`config.mk`:
```
export PLATFORM = sky130hd
export DESIGN_NAME = add4_bist
export DESIGN_NICKNAME = d
export VERILOG_FILES = /design/src/rtl/add4_bist.sv
export SDC_FILE = /design/constraint.sdc
export NUM_CORES = 1
export LEC_CHECK = 0
export ABC_AREA = 1
export BUFFER_PORTS_ARGS = -buffer_cell sky130_fd_sc_hd__buf_4
export CORE_MARGIN = 3
export CORE_UTILIZATION = 40
export DETAILED_ROUTE_END_ITERATION = 16
export PLACE_DENSITY = 0.65
export SLEW_MARGIN = 40
export SYNTH_ARGS = -nofsm -noshare
export SYNTH_HDL_FRONTEND = slang
export SYNTH_SLANG_ARGS = --single-unit
```
`constraint.sdc`:
```
create_clock -name clk -period 3.47 [get_ports clk]
set_input_delay 1.041 -clock clk [delete_from_list [all_inputs] [get_ports clk]]
set_output_delay 1.041 -clock clk [all_outputs]
set_load 0.03 [all_outputs]
```
`src/rtl/add4_bist.sv`:
```
// add4_bist: exhaustive stimulus generator and response checker for a four-operand adder.
// Operand vector {d,c,b,a} sweeps 0..all-ones; the result is compared against a golden sum one cycle after sampling.
module add4_bist #(
    parameter int W      = 4,
    parameter int SETTLE = 1
) (
    input  logic           clk,
    input  logic           rst,
    input  logic           start,
    input  logic           abort,
    output logic [W-1:0]   op_a,
    output logic [W-1:0]   op_b,
    output logic [W-1:0]   op_c,
    output logic [W-1:0]   op_d,
    input  logic [W-1:0]   dut_sum,
    input  logic           dut_ov,
    output logic           busy,
    output logic           done,
    output logic           pass,
    output logic [4*W:0]   fail_cnt,
    output logic [4*W-1:0] first_fail_vec,
    output logic           first_fail_vld
);
    localparam int SW = SETTLE > 1 ? $clog2(SETTLE) : 1;
    typedef enum logic [1:0] {IDLE, APPLY, CHECK, DONE} state_t;
    state_t         state;
    logic [4*W-1:0] v;
    logic [SW-1:0]  settle;
    logic [W+1:0]   s;
    logic           miss;
    logic           chk_vld;
    logic           chk_miss;
    logic           chk_last;
    logic [4*W-1:0] chk_vec;
    assign {op_d, op_c, op_b, op_a} = v;
    assign s    = (W+2)'(op_a) + (W+2)'(op_b) + (W+2)'(op_c) + (W+2)'(op_d);
    assign miss = {dut_ov, dut_sum} != {|s[W+1:W], s[W-1:0]};
    assign pass = done && fail_cnt == '0;
    // The sampled result is scored one edge after CHECK, so done and busy settle together with the final count.
    always_ff @(posedge clk or negedge rst) begin
        if (!rst) begin
            state          <= IDLE;
            v              <= '0;
            settle         <= '0;
            busy           <= 1'b0;
            done           <= 1'b0;
            fail_cnt       <= '0;
            first_fail_vec <= '0;
            first_fail_vld <= 1'b0;
            chk_vld        <= 1'b0;
            chk_miss       <= 1'b0;
            chk_last       <= 1'b0;
            chk_vec        <= '0;
        end else begin
            chk_vld <= 1'b0;
            if (chk_vld) begin
                if (chk_miss) begin
                    fail_cnt <= fail_cnt + 1'b1;
                    if (!first_fail_vld) begin
                        first_fail_vld <= 1'b1;
                        first_fail_vec <= chk_vec;
                    end
                end
                if (chk_last) begin
                    busy <= 1'b0;
                    done <= 1'b1;
                end
            end
            case (state)
                IDLE, DONE: begin
                    if (start && !abort && !busy) begin
                        state          <= APPLY;
                        v              <= '0;
                        settle         <= '0;
                        fail_cnt       <= '0;
                        first_fail_vec <= '0;
                        first_fail_vld <= 1'b0;
                        done           <= 1'b0;
                        busy           <= 1'b1;
                    end
                end
                APPLY: begin
                    if (abort) begin
                        state <= IDLE;
                        busy  <= 1'b0;
                    end else if (settle == SW'(SETTLE - 1)) begin
                        state  <= CHECK;
                        settle <= '0;
                    end else begin
                        settle <= settle + 1'b1;
                    end
                end
                CHECK: begin
                    if (abort) begin
                        state <= IDLE;
                        busy  <= 1'b0;
                    end else begin
                        chk_vld  <= 1'b1;
                        chk_miss <= miss;
                        chk_vec  <= v;
                        chk_last <= &v;
                        state    <= &v ? DONE : APPLY;
                        v        <= &v ? v : v + 1'b1;
                    end
                end
            endcase
        end
    end
endmodule
```
==> reports/qor.json, run 1 <==
{
  "run_status": {
    "status": "complete, no violations"
  },
  "place": {
    "dp_cells": 715,
    "dp_hpwl_mm": 7.26,
    "finalWeightedCongestion": 0.932,
    "io_buffers": 61
  },
  "cts": {
    "clock_sink_count": 73,
    "post_cts.repair.setup_buffers": 0,
    "clock_tree.root_cell": "sky130_fd_sc_hd__clkbuf_8",
    "tritoncts": "yes",
    "clk_transition_reported_paths_ns": 0.08,
    "ctsHoldBuffers": 0,
    "post_cts_resize_count": 0,
    "cts_max_path_bufs": 2,
    "h-tree-depth": 3,
    "clk-insertion-delay-late_ns": 0.35,
    "total_clock_buffers_created_by_cts": 9
  },
  "final_layout": {
    "most-common-layout-cells": "sky130_fd_sc_hd__nand2_1, sky130_fd_sc_hd__nor2_1, sky130_fd_sc_hd__dfrtp_1, sky130_fd_sc_hd__inv_1, sky130_fd_sc_hd__buf_4",
    "layout-drive-gt1-share_pct": 20.7,
    "final.fill_count": 985,
    "layout-area-overhead-vs-synth_pct": 19.5,
    "layout_commonest_cell": "sky130_fd_sc_hd__nand2_1",
    "antenna-diode-count": 0,
    "stdcell_count": 731,
    "num-nets-final": 620
  },
  "synth": {
    "synth_nets": 560,
    "synth_cell_types": 31,
    "ys_warn_count": 0,
    "synth-main-ff-cell": "sky130_fd_sc_hd__dfrtp_1",
    "synth_area_um2": 4190,
    "synth_instances": 533,
    "postSynth.asyncResetShare_pct": 100,
    "synth.ff_latch_count": 73,
    "synth_edf_count": 0,
    "seq_area_frac_synth_pct": 43.6,
    "syn_area_per_cell_um2": 7.85
  },
  "pwr": {
    "ir_worst_vdd_uv": 344,
    "cell_pwr_density_nw_per_um2": 645,
    "power.static_leakage_nw": 2.52
  },
  "die": {
    "floorplan.die.width_um": 108,
    "fp.dieArea_um2": 11700,
    "floorplan.io_pins": 62,
    "std_cell_rows": 36,
    "floorplan.initialDensity_pct": 42.0,
    "chipHeight_um": 108,
    "floorplan.core_area_um2": 9950
  },
  "global_route": {
    "grt_start_max_net_pins": 74,
    "antenna_violations_before_repair": 0,
    "global_route.usage.total_pct": 18.1,
    "grt_remaining_overflow": 0,
    "number_of_global_route_vias_before_repair": 3357,
    "grt_pass1_wl_mm": 16.9
  },
  "min_path": {
    "hold_path_startpoint": "chk_vec[2]",
    "worstHoldPathType": "reg -> reg"
  },
  "drt": {
    "post_drt_via_cell_ratio": 4.88,
    "drtIter0Drc": 153,
    "post_drt_wl_per_cell_um": 13.5,
    "dr_total_vias": 3565,
    "detail_route.drc_violations": 0,
    "routed_wirelength_mm": 9.87,
    "drt.antenna.violating_nets": 0,
    "detailedRoute.firstPassIterationCount": 4
  },
  "timing": {
    "finalClockSkew_ns": 0.00852,
    "timing.slew.headroom_pct": 54.1,
    "grt_setup_unrepaired": "false",
    "slew_violations": 0,
    "shortest_clock_period_the_worst_path_allows_after_layout_ns": 3.07,
    "worst_slew_pin_slew_ns": 0.685,
    "tns_ns": 0,
    "hold_viol": 0,
    "post-route-period-util_pct": 88.5,
    "setup_viol": 0,
    "timing.fmax_mhz": 326
  },
  "flow_run": {
    "drv.max_cap_violation_count": 0
  },
  "critical_path": {
    "critical_path.reg2reg.startpoint": "v[1]",
    "worst_setup_path_end_kind": "flip-flop",
    "crit_arrival_ns": 3.32,
    "worstSetupPathType": "reg -> reg",
    "cp_max_fo": 8,
    "cp_data_required_time_ns": 3.72,
    "setup.worst_path.start": "v[1]",
    "startpoint_type": "flip-flop"
  }
}
-- state kept, by name (all words and copies together) (netlist names) --
signal and cells:
chk_vec 16, done 1, fail_cnt 17, chk_vld 1, state 2, first_fail_vec 16
busy 1, first_fail_vld 1, chk_last 1, v 16, chk_miss 1
-- final timing paths --
kind                               end  slack [ns]  cells past startpoint
setup / recovery              chk_miss        0.40                     13
hold / removal              chk_vec[2]        0.48                      2
setup reg to reg              chk_miss        0.40                     13
hold reg to reg             chk_vec[2]        0.48                      2
max in group asynchronous  fail_cnt[7]        2.30                      1
min in group asynchronous         v[0]        0.68                      1
-- per-stage QoR --
stage | worst slack, ns | area, um^2 | hold WS (ns) | util [%] | total power [mW]
floorplan | 0.431 | 4190 | 0.443 | - | 2.07
global placement | 0.477 | 4730 | 0.463 | 47.5 | 2.34
detailed placement | 0.394 | 4740 | 0.460 | 47.6 | 2.37
CTS | 0.379 | 5000 | 0.484 | 50.3 | 3.27
global route | 0.163 | 5000 | 0.522 | 50.3 | 3.43
finish | 0.399 | 5000 | 0.483 | 50.3 | 3.23
-- area by class of cell --
class                   instances  area [um^2]  area share [%]
clock buffers                   9          124            2.48
clock inverters                 7          143            2.85
repair buffers                 63          477            9.53
flip-flops and latches         73         1830            36.5
multi-input cells             374         2000            39.9
well taps                     133          166            3.33
inverters                      72          270            5.40
-- synthesized netlist by cell type (2+ instances only) --
master,n,share of area [%]
sky130_fd_sc_hd__xor2_1,5,1.0
sky130_fd_sc_hd__nand3_1,34,4.1
sky130_fd_sc_hd__a21oi_1,9,1.1
sky130_fd_sc_hd__nand2_1,124,11
sky130_fd_sc_hd__nor3_1,20,2.4
sky130_fd_sc_hd__nand3b_1,2,0.36
sky130_fd_sc_hd__nor2_2,4,0.60
sky130_fd_sc_hd__buf_2,5,0.60
sky130_fd_sc_hd__ha_1,10,3.0
sky130_fd_sc_hd__nand3_4,2,0.84
sky130_fd_sc_hd__o21ai_2,16,3.3
sky130_fd_sc_hd__fa_1,8,3.8
sky130_fd_sc_hd__nor2_4,3,0.81
sky130_fd_sc_hd__nand4_1,9,1.3
sky130_fd_sc_hd__inv_1,67,6.0
sky130_fd_sc_hd__nand2_2,11,1.6
sky130_fd_sc_hd__inv_2,4,0.36
sky130_fd_sc_hd__nand3_2,2,0.48
sky130_fd_sc_hd__nor2_1,79,7.1
sky130_fd_sc_hd__clkbuf_1,4,0.36
sky130_fd_sc_hd__o21ai_0,29,3.5
sky130_fd_sc_hd__buf_4,2,0.36
sky130_fd_sc_hd__or2_2,3,0.45
sky130_fd_sc_hd__dfrtp_1,73,44
sky130_fd_sc_hd__buf_6,2,0.54
-- kinds of logic after synthesis --
kind of cell,count (synthesis),share of synthesized area [%]
compound gates,57,8.49
xor+xnor,5,1.05
fa+ha+maj,18,6.82
buf+inv,86,8.67
flops,73,43.6
simple gates,294,31.3
-- per-layer routing --
metal  track usage [%]  routed length, um  up-vias
met1              26.3               4810     1667
met2              27.7               4490       78
li1                  -                  -     1807
met3              2.81                424       13
met5                 0                  0        -
met4              6.22                152        0
-- where the power goes --
| group | internal, mW | switching [mW] |
|---|---|---|
| Clock | 0.552 | 0.332 |
| Combinational | 0.372 | 0.762 |
| Sequential | 1.06 | 0.149 |
-- worst max-delay path, cell delays in order (launching register included) --
cell and delay, ns:
sky130_fd_sc_hd__dfrtp_1 0.49, sky130_fd_sc_hd__fa_1 0.57, sky130_fd_sc_hd__inv_1 0.05, sky130_fd_sc_hd__fa_1 0.50, sky130_fd_sc_hd__inv_1 0.04, sky130_fd_sc_hd__ha_1 0.21, sky130_fd_sc_hd__fa_1 0.41, sky130_fd_sc_hd__or2_2 0.31
sky130_fd_sc_hd__nand3b_1 0.09, sky130_fd_sc_hd__nand2_1 0.05, sky130_fd_sc_hd__nor2_1 0.09, sky130_fd_sc_hd__nand3_1 0.07, sky130_fd_sc_hd__nand2_1 0.06, sky130_fd_sc_hd__inv_1 0.03
No activity file was read; power rests on OpenSTA's default activity.
==> inputs of run 2 (changes only) <==
--- a/config.mk
+++ b/config.mk
@@ -6,11 +6,11 @@
 export NUM_CORES = 1
 export LEC_CHECK = 0
 export ABC_AREA = 1
-export BUFFER_PORTS_ARGS = -buffer_cell sky130_fd_sc_hd__buf_4
-export CORE_MARGIN = 3
+export BUFFER_PORTS_ARGS = -buffer_cell sky130_fd_sc_hd__clkbuf_2
+export CORE_MARGIN = 1.5
 export CORE_UTILIZATION = 40
 export DETAILED_ROUTE_END_ITERATION = 16
-export PLACE_DENSITY = 0.65
+export PLACE_DENSITY = 0.68
 export SLEW_MARGIN = 40
 export SYNTH_ARGS = -nofsm -noshare
 export SYNTH_HDL_FRONTEND = slang
==> constraint.sdc (replaced) <==
create_clock -name clk -period 2.8 [get_ports clk]
set_input_delay 0.84 -clock clk [delete_from_list [all_inputs] [get_ports clk]]
set_output_delay 0.84 -clock clk [all_outputs]
set_load 0.03 [all_outputs]
==> run 2 against run 1 <==
The flow now finishes with violations (setup timing). Routed wire length shrank 1.4%. Core utilization shrank 1.9 points. Non-clock buffer count grew 15. Critical path type unchanged. Critical endpoint unchanged. Global-route usage grew 0.79 points. Critical path depth is the same.
==> reports/qor.json, run 2 (synthesis gave the netlist of run 1 again) <==
{
  "place": {
    "dp_hpwl_mm": 7.38,
    "finalWeightedCongestion": 0.885,
    "io_buffers": 61
  },
  "cts": {
    "clk-insertion-delay-late_ns": 0.36,
    "cts_max_path_bufs": 2,
    "post_cts.repair.setup_buffers": 0,
    "post_cts_resize_count": 0,
    "ctsHoldBuffers": 0,
    "total_clock_buffers_created_by_cts": 9,
    "tritoncts": "yes",
    "clock_sink_count": 73,
    "clock_tree.root_cell": "sky130_fd_sc_hd__clkbuf_8",
    "h-tree-depth": 3,
    "clk_transition_reported_paths_ns": 0.09
  },
  "global_route": {
    "grt_pass1_wl_mm": 16.6,
    "number_of_global_route_vias_before_repair": 3441,
    "antenna_violations_before_repair": 0,
    "grt_remaining_overflow": 0,
    "global_route.usage.total_pct": 18.9,
    "grt_start_max_net_pins": 33
  },
  "timing": {
    "finalClockSkew_ns": 0.0132,
    "hold-worst-slack_ns": 0.483,
    "shortest_clock_period_the_worst_path_allows_after_layout_ns": 2.81,
    "slew_violations": 0,
    "timing.fmax_mhz": 356,
    "worst_slew_pin_slew_ns": 0.666,
    "timing.slew.headroom_pct": 55.3,
    "post-route-period-util_pct": 100,
    "grt_setup_unrepaired": "true",
    "tns_ns": -0.00529,
    "timing.final.ws_setup_ns": -0.00529,
    "setup_viol": 1,
    "hold_viol": 0
  },
  "critical_path": {
    "worstSetupPathType": "reg -> reg",
    "cp_slowest_stage_delay_ns": 0.54,
    "cp_max_fo": 2,
    "crit_arrival_ns": 3.07,
    "worst_setup_path_end_kind": "flip-flop",
    "critical_path.cell_chain": "fa_1 > inv_1 > fa_1 > inv_1 > ha_2 > fa_2 > nor2_1 > nor2_1 > nand2_1 > nor2_1 > nand3_1 > nand2_1 > inv_1",
    "startpoint_type": "flip-flop",
    "top_delay_family_on_crit_path": "adder cells",
    "critPathSlowestCell": "sky130_fd_sc_hd__fa_1",
    "cp_data_required_time_ns": 3.06,
    "critical_path_buffer_and_inverter_count": 3
  },
  "die": {
    "floorplan.die.width_um": 105,
    "chipHeight_um": 105,
    "floorplan.initialDensity_pct": 40.9,
    "fp.dieArea_um2": 11100,
    "floorplan.core_area_um2": 10200,
    "std_cell_rows": 37,
    "floorplan.io_pins": 62
  },
  "drt": {
    "routed_wirelength_mm": 9.73,
    "post_drt_wl_per_cell_um": 13.0,
    "dr_total_vias": 3589,
    "detailedRoute.firstPassIterationCount": 4,
    "post_drt_via_cell_ratio": 4.79,
    "drt.antenna.violating_nets": 0,
    "drtIter0Drc": 166,
    "detail_route.drc_violations": 0
  },
  "flow_run": {
    "drv.max_cap_violation_count": 0
  },
  "pwr": {
    "cell_pwr_density_nw_per_um2": 759,
    "ir_worst_vdd_uv": 387,
    "power.static_leakage_nw": 2.53,
    "report.power.total_mw": 3.76
  },
  "final_layout": {
    "most-common-layout-cells": "sky130_fd_sc_hd__nand2_1, sky130_fd_sc_hd__nor2_1, sky130_fd_sc_hd__dfrtp_1, sky130_fd_sc_hd__inv_1, sky130_fd_sc_hd__clkbuf_2",
    "largest_register_ffs": 17,
    "num-nets-final": 635,
    "layout_commonest_cell": "sky130_fd_sc_hd__nand2_1",
    "layout-area-overhead-vs-synth_pct": 18.2,
    "top_register": "fail_cnt",
    "antenna-diode-count": 0,
    "layout-drive-gt1-share_pct": 23.7
  },
  "min_path": {
    "worstHoldPathType": "in -> async"
  },
  "run_status": {
    "status": "finished, violations left",
    "failed_checks": "setup timing"
  }
}
## run 2: cell type report
| cell class | count | area, um^2 |
|---|---|---|
| well taps | 136 | 170 |
| multi-input cells | 374 | 2000 |
| clock inverters | 6 | 87.6 |
| clock buffers | 10 | 138 |
| flip-flops and latches | 73 | 1830 |
| fillers | 1004 | 5290 |
| inverters | 72 | 270 |
| repair buffers | 78 | 445 |
## run 2: worst reg2reg max path, cell delays in order, from the launching register on
cell	delay, ns
sky130_fd_sc_hd__dfrtp_2	0.42
sky130_fd_sc_hd__fa_1	0.54
sky130_fd_sc_hd__inv_1	0.05
sky130_fd_sc_hd__fa_1	0.48
sky130_fd_sc_hd__inv_1	0.04
sky130_fd_sc_hd__ha_2	0.17
sky130_fd_sc_hd__fa_2	0.53
sky130_fd_sc_hd__nor2_1	0.05
sky130_fd_sc_hd__nor2_1	0.08
sky130_fd_sc_hd__nand2_1	0.06
sky130_fd_sc_hd__nor2_1	0.10
sky130_fd_sc_hd__nand3_1	0.09
sky130_fd_sc_hd__nand2_1	0.07
sky130_fd_sc_hd__inv_1	0.03
## run 2: routing by layer
metal | part of all wire [%] | track usage [%] | vias to the layer above
met5 | 0 | 0 | -
met4 | 1.3 | 6.56 | 0
met3 | 4.9 | 3.59 | 13
met2 | 44 | 28.6 | 84
met1 | 49 | 27.2 | 1654
li1 | - | - | 1838
## run 2: power breakdown
part | switching [mW] | total (mW) | internal (mW)
sequential | 0.167 | 1.48 | 1.31
clock | 0.429 | 0.959 | 0.530
combinational | 0.934 | 1.32 | 0.382
total | 1.53 | 3.76 | 2.23
## run 2: path summary, 6_finish.rpt
kind | to | start | slack (ns) | cells past startpoint
max in group asynchronous | chk_last | rst | 1.62 | 2
min reg2reg | chk_vec[10] | chk_vec[10] | 0.49 | 2
max | chk_miss | v[9] | -0.005 | 13
max reg2reg | chk_miss | v[9] | -0.005 | 13
min | fail_cnt[7] | rst | 0.48 | 1
min in group clk | chk_vec[10] | chk_vec[10] | 0.49 | 2
## run 2: stage by stage
stage	instances	cell area, um^2	utilization (%)	setup slack (ns)
floorplan	533	4200	-	-0.00959
global placement	733	4720	46.1	0.0483
detailed placement	733	4720	46.1	-0.0246
CTS	749	4950	48.3	-0.00274
global route	749	4950	48.3	-0.176
finish	749	4950	48.3	-0.00529
